## config.mk

```make
export PLATFORM = sky130hd
export DESIGN_NAME = gb_frame_ctrl
export DESIGN_NICKNAME = d
export VERILOG_FILES = /design/src/rtl/gb_frame_ctrl.sv
export SDC_FILE = /design/constraint.sdc
export NUM_CORES = 1
export LEC_CHECK = 0
export CORE_MARGIN = 3
export CORE_UTILIZATION = 58
export CTS_CLUSTER_SIZE = 30
export DETAILED_ROUTE_END_ITERATION = 16
export MAX_ROUTING_LAYER = met4
export PLACE_DENSITY = 0.88
export SLEW_MARGIN = 15
export SYNTH_ARGS = -nofsm -noshare
export SYNTH_HDL_FRONTEND = slang
export SYNTH_SLANG_ARGS = --single-unit
```

## constraint.sdc

```tcl
create_clock -name clk -period 18.12 [get_ports clk]
set_input_delay 2.718 -clock clk [delete_from_list [all_inputs] [get_ports clk]]
set_output_delay 2.718 -clock clk [all_outputs]
set_load 0.01 [all_outputs]
```

## src/rtl/gb_frame_ctrl.sv

```systemverilog
// Frame-level controller between the gray-balance stream decoder and the core.
// Zero-latency pass-through with per-axis geometry checks, frame-edge coefficient swaps and sticky errors.
module gb_frame_ctrl #(
    parameter int                    DATA_WIDTH = 14,
    parameter int                    COEF_WIDTH = 16,
    parameter logic [COEF_WIDTH-1:0] COEF_RESET = 16'h4000
) (
    input  logic                  clk,
    input  logic                  rst_n,
    input  logic [DATA_WIDTH-1:0] din_data,
    input  logic                  din_valid,
    input  logic                  din_startofpacket,
    input  logic                  din_endofpacket,
    output logic                  din_ready,
    output logic [DATA_WIDTH-1:0] dout_data,
    output logic                  dout_valid,
    output logic                  dout_startofpacket,
    output logic                  dout_endofpacket,
    input  logic                  dout_ready,
    input  logic [15:0]           im_width,
    input  logic [15:0]           im_height,
    input  logic                  go,
    input  logic [COEF_WIDTH-1:0] coef_in,
    input  logic                  coef_load,
    output logic [COEF_WIDTH-1:0] coef_active,
    input  logic                  err_clr,
    output logic                  err_short,
    output logic                  err_long,
    output logic                  err_size,
    output logic                  frame_done,
    output logic [15:0]           frame_cnt,
    output logic                  busy
);

    typedef enum logic [3:0] {
        S_IDLE     = 4'b0001,
        S_WAIT_SOP = 4'b0010,
        S_RUN      = 4'b0100,
        S_DISCARD  = 4'b1000
    } state_t;

    state_t                r_state;
    logic [15:0]           r_w;
    logic [15:0]           r_h;
    logic [15:0]           r_x;
    logic [15:0]           r_y;
    logic [COEF_WIDTH-1:0] r_coef_pend;
    logic [COEF_WIDTH-1:0] r_coef_active;
    logic                  r_err_short;
    logic                  r_err_long;
    logic                  r_err_size;
    logic                  r_frame_done;
    logic [15:0]           r_frame_cnt;

    logic        w_size_ok;
    logic        w_sop_fwd;
    logic        w_fwd;
    logic        w_acc;
    logic        w_x_wrap;
    logic        w_last;
    logic [15:0] w_xc;
    logic [15:0] w_yc;
    logic [15:0] w_wc;
    logic [15:0] w_hc;

    assign w_size_ok = (im_width != 16'd0) && (im_height != 16'd0);
    assign w_sop_fwd = (r_state == S_WAIT_SOP) && din_startofpacket && go && w_size_ok;
    assign w_fwd     = w_sop_fwd || (r_state == S_RUN);

    // The SOP beat is pixel (0,0) of a frame sized by the live im_* inputs.
    assign w_xc     = w_sop_fwd ? 16'd0 : r_x;
    assign w_yc     = w_sop_fwd ? 16'd0 : r_y;
    assign w_wc     = w_sop_fwd ? im_width : r_w;
    assign w_hc     = w_sop_fwd ? im_height : r_h;
    assign w_x_wrap = (w_xc == w_wc - 16'd1);
    assign w_last   = w_x_wrap && (w_yc == w_hc - 16'd1);

    assign din_ready          = w_fwd ? dout_ready : 1'b1;
    assign w_acc              = din_valid && din_ready;
    assign dout_data          = din_data;
    assign dout_valid         = w_fwd && din_valid;
    assign dout_startofpacket = w_sop_fwd;
    assign dout_endofpacket   = w_fwd && (din_endofpacket || w_last);

    assign coef_active = r_coef_active;
    assign err_short   = r_err_short;
    assign err_long    = r_err_long;
    assign err_size    = r_err_size;
    assign frame_done  = r_frame_done;
    assign frame_cnt   = r_frame_cnt;
    assign busy        = (r_state != S_IDLE);

    always_ff @(posedge clk) begin
        if (!rst_n) begin
            r_state       <= S_IDLE;
            r_w           <= 16'd0;
            r_h           <= 16'd0;
            r_x           <= 16'd0;
            r_y           <= 16'd0;
            r_coef_pend   <= COEF_RESET;
            r_coef_active <= COEF_RESET;
            r_err_short   <= 1'b0;
            r_err_long    <= 1'b0;
            r_err_size    <= 1'b0;
            r_frame_done  <= 1'b0;
            r_frame_cnt   <= 16'd0;
        end else begin
            r_frame_done <= 1'b0;
            if (coef_load) begin
                r_coef_pend <= coef_in;
            end
            // Clears come first so a same-cycle set below overrides them.
            if (err_clr) begin
                r_err_short <= 1'b0;
                r_err_long  <= 1'b0;
                r_err_size  <= 1'b0;
            end

            case (r_state)
                S_IDLE: begin
                    if (go) begin
                        r_state <= S_WAIT_SOP;
                    end
                end
                S_WAIT_SOP: begin
                    if (w_acc && din_startofpacket && !w_sop_fwd) begin
                        if (!go) begin
                            r_state <= S_IDLE;
                        end else begin
                            r_err_size <= 1'b1;
                            if (!din_endofpacket) begin
                                r_state <= S_DISCARD;
                            end
                        end
                    end
                end
                S_RUN: begin
                end
                S_DISCARD: begin
                    if (w_acc && din_endofpacket) begin
                        r_state <= go ? S_WAIT_SOP : S_IDLE;
                    end
                end
                default: begin
                    r_state <= S_IDLE;
                end
            endcase

            if (w_fwd && w_acc) begin
                if (w_sop_fwd) begin
                    r_w           <= im_width;
                    r_h           <= im_height;
                    r_coef_active <= coef_load ? coef_in : r_coef_pend;
                end
                if (w_last) begin
                    if (din_endofpacket) begin
                        r_frame_done <= 1'b1;
                        r_frame_cnt  <= r_frame_cnt + 16'd1;
                        r_state      <= go ? S_WAIT_SOP : S_IDLE;
                    end else begin
                        r_err_long <= 1'b1;
                        r_state    <= S_DISCARD;
                    end
                end else if (din_endofpacket) begin
                    r_err_short <= 1'b1;
                    r_state     <= go ? S_WAIT_SOP : S_IDLE;
                end else begin
                    r_state <= S_RUN;
                    if (w_x_wrap) begin
                        r_x <= 16'd0;
                        r_y <= w_yc + 16'd1;
                    end else begin
                        r_x <= w_xc + 16'd1;
                        r_y <= w_yc;
                    end
                end
            end
        end
    end

endmodule
```

==> flow_metrics.py <==
metrics = {
    "finish": {
        "area_growth_syn_to_layout_pct": 20.2,
        "drive_gt1_frac": 0.0638,
        "nets": 1066,
        "utilization": 0.719,
        "antenna_cells": 0,
        "final_cell_mix": "nand2_1, dfxtp_1, clkdlybuf4s50_1, a21oi_1, nor2_1",
        "fin_area_sq_um": 8740,
        "final_common_cell": "nand2_1",
    },
    "job": {
        "max_cap_violations": 0,
    },
    "worst_setup_path": {
        "reg2reg_to": "frame_cnt[12]",
        "worstPathArrival_ns": 8.66,
        "path_max_fanout": 38,
        "timing.rr.start": "r_state[1]",
        "reg2regPathDepth": 17,
        "endpoint_kind": "primary output",
        "crit_required_ns": 15.40,
        "critPathLaunchType": "primary input",
        "path_class": "in2out",
        "rrSetupSlack_ns": 11.32,
    },
    "floorplanning": {
        "fp.dieH_um": 118,
        "die-area_sq_um": 13900,
        "core_area_sq_um": 12200,
        "rows": 40,
        "io_pins": 126,
        "initial_core_util": 0.598,
        "die_x_um": 118,
    },
    "sta": {
        "fin_crit_ns": 11.38,
        "fmax_ghz": 0.0879,
        "period_share": 0.628,
        "skew_ns": 0.00753,
        "finalHoldViolCount": 0,
        "slew_violations": 0,
        "tightest_slew_ns": 1.16,
        "timing.slew.headroom": 0.229,
        "setup_violations": 0,
        "fin_setup_tns_ns": 0,
        "rsz0062_at_grt": "false",
        "fin_ws_ns": 6.74,
    },
    "power_and_ir_drop": {
        "powerDensity_nw_per_um2": 79.3,
        "ir_worst_vdd_mv": 0.0555,
        "leakage_uw": 0.00286,
    },
    "clock_network": {
        "path_clk_slew_ns": 0.06,
        "cts_tree": "built",
        "holdBufCountCts": 0,
        "cts_buffers": 17,
        "clock_path_buffers": 2,
        "numClockSinks": 120,
        "cts_setup_buffers": 0,
        "cts.root.buffer_cell": "clkbuf_16",
        "post_cts_resized": 0,
        "clk_latency_ns": 0.43,
        "htree_levels": 4,
    },
    "yosys": {
        "avgSynthCellArea_sq_um": 7.72,
        "ys_warn_count": 0,
        "synth_edf_count": 0,
        "netlist_area_sq_um": 7280,
        "synth_seq_area_share": 0.330,
        "postSynthCellCount": 943,
        "synth_cell_types": 72,
        "synthFlopType": "dfxtp_1",
        "ys_ff_latch": 120,
        "syn_nets": 1019,
        "async_reset_ff_frac": 0,
    },
    "global_route": {
        "grt_max_degree": 111,
        "grt_pass1_wl_mm": 32.7,
        "grtUsageTotal": 0.288,
        "overflow": 0,
        "grt_pass1_vias": 6759,
        "antenna_found_initial": 0,
    },
    "hold_path": {
        "min_path_cells": 2,
        "min_from": "r_h[15]",
        "hold_path_class": "reg2reg",
        "worstHoldEndpoint": "r_h[15]",
    },
    "place": {
        "port_buffers": 97,
        "dpl_cell_area_sq_um": 8150,
        "place_congestion": 0.944,
        "dp_hpwl_mm": 13.3,
        "place_ws_ns": 6.90,
    },
    "routing": {
        "routed_wirelength_mm": 19.8,
        "drt_iter0_markers": 820,
        "drc": 0,
        "postRouteAntennaNets": 0,
        "vias": 7434,
        "drt_pass1_iterations": 8,
        "via_per_inst": 6.35,
        "wire_per_inst_um": 16.9,
    },
    "status": {
        "status": "finished, final reports clean",
    },
}
metal layers:
| layer | up-vias | GRT usage | routed length [um] |
|---|---|---|---|
| met1 | 3484 | 0.349 | 8290 |
| met2 | 308 | 0.470 | 9820 |
| met4 | 0 | 0.130 | 576 |
| li1 | 3577 | - | - |
| met5 | - | - | 0 |
| met3 | 65 | 0.0495 | 1160 |
cells in the mapped netlist (9+ instances only):
cell,n,share of area
and3_1,9,0.0077
nand4_1,23,0.020
a211oi_1,23,0.024
or4_1,24,0.025
xor2_1,18,0.022
nor3_1,28,0.019
xnor2_1,28,0.034
nor2_1,72,0.037
o211ai_1,9,0.0093
or3_1,18,0.015
a31oi_1,13,0.011
o21ai_0,27,0.019
o31ai_1,19,0.020
a21oi_1,81,0.056
dfxtp_1,120,0.33
nor4_1,19,0.016
nand3_1,32,0.022
nand2_1,134,0.069
mux2i_1,22,0.030
buf_4,14,0.014
clkbuf_1,48,0.025
nand2b_1,13,0.011
inv_1,14,0.0072
and2_1,9,0.0077
through the flow:
stage                     hold slack, ns  instances  power (uW)
after global placement             0.456       1139         358
after floorplan                    0.438        943         332
after CTS                          0.474       1171         695
after detailed placement           0.466       1139         360
final                              0.473       1171         694
after global routing               0.495       1171         716
flip-flops by register name (all words and copies together) (netlist names):
register	flops
r_w	16
coef_active	16
frame_cnt	16
err_short	1
frame_done	1
r_coef_pend	16
r_y	16
err_size	1
r_h	16
r_state	4
r_x	16
err_long	1
cells by family (layout without fill, tap and decap cells):
| kind of cell | count (synthesis) | after routing | share of synthesized area |
|---|---|---|---|
| buffers and inverters | 89 | 149 | 0.0564 |
| DFF | 120 | 120 | 0.330 |
| AOI/OAI and AO/OA | 231 | 231 | 0.211 |
| adders and majority gates | 5 | 5 | 0.00860 |
| and+or+nand+nor | 430 | 430 | 0.309 |
| xor gates and xnor gates | 46 | 46 | 0.0554 |
| muxes | 22 | 22 | 0.0303 |
cell type report:
cell class | instances | area [sq um]
Multi-Input combinational cell | 734 | 4470
Fill cell | 925 | 3420
Sequential cell | 120 | 2400
Timing Repair Buffer | 103 | 1020
Clock buffer | 17 | 425
Tap cell | 168 | 210
Clock inverter | 15 | 163
Inverter | 14 | 53.8
worst max-delay path, stage by stage:
cell and delay, ns:
clkdlybuf4s50_1 0.51, nor4_1 0.89, nand4_1 0.21, o211ai_1 0.17, buf_4 0.38, inv_1 0.07, buf_4 0.28, mux2i_1 0.21
ha_1 0.28, nor3b_1 0.69, and4_1 0.33, o2111ai_1 0.11, a211oi_1 0.54, a41oi_4 0.18, nor2_1 0.20, and3_1 0.24
o21a_1 0.12, clkdlybuf4s50_1 0.53
power by group:
group	internal [uW]	leakage, uW	switching [uW]
combinational	38.2	0.00161	42.2
clock	204	0.000282	133
sequential	270	0.000970	6.69
total	512	0.00286	181
worst max path at each step:
stage	startpoint	to	slack [ns]	cells past startpoint
global route	im_width[0]	dout_endofpacket	6.29	18
finish	im_width[0]	dout_endofpacket	6.74	18
detailed placement	im_width[0]	dout_endofpacket	6.90	18
floorplan	im_height[10]	dout_endofpacket	7.91	20
CTS	im_width[0]	dout_endofpacket	6.87	18
global placement	im_width[0]	dout_endofpacket	7.01	18
(Power assumes the default switching activity.)
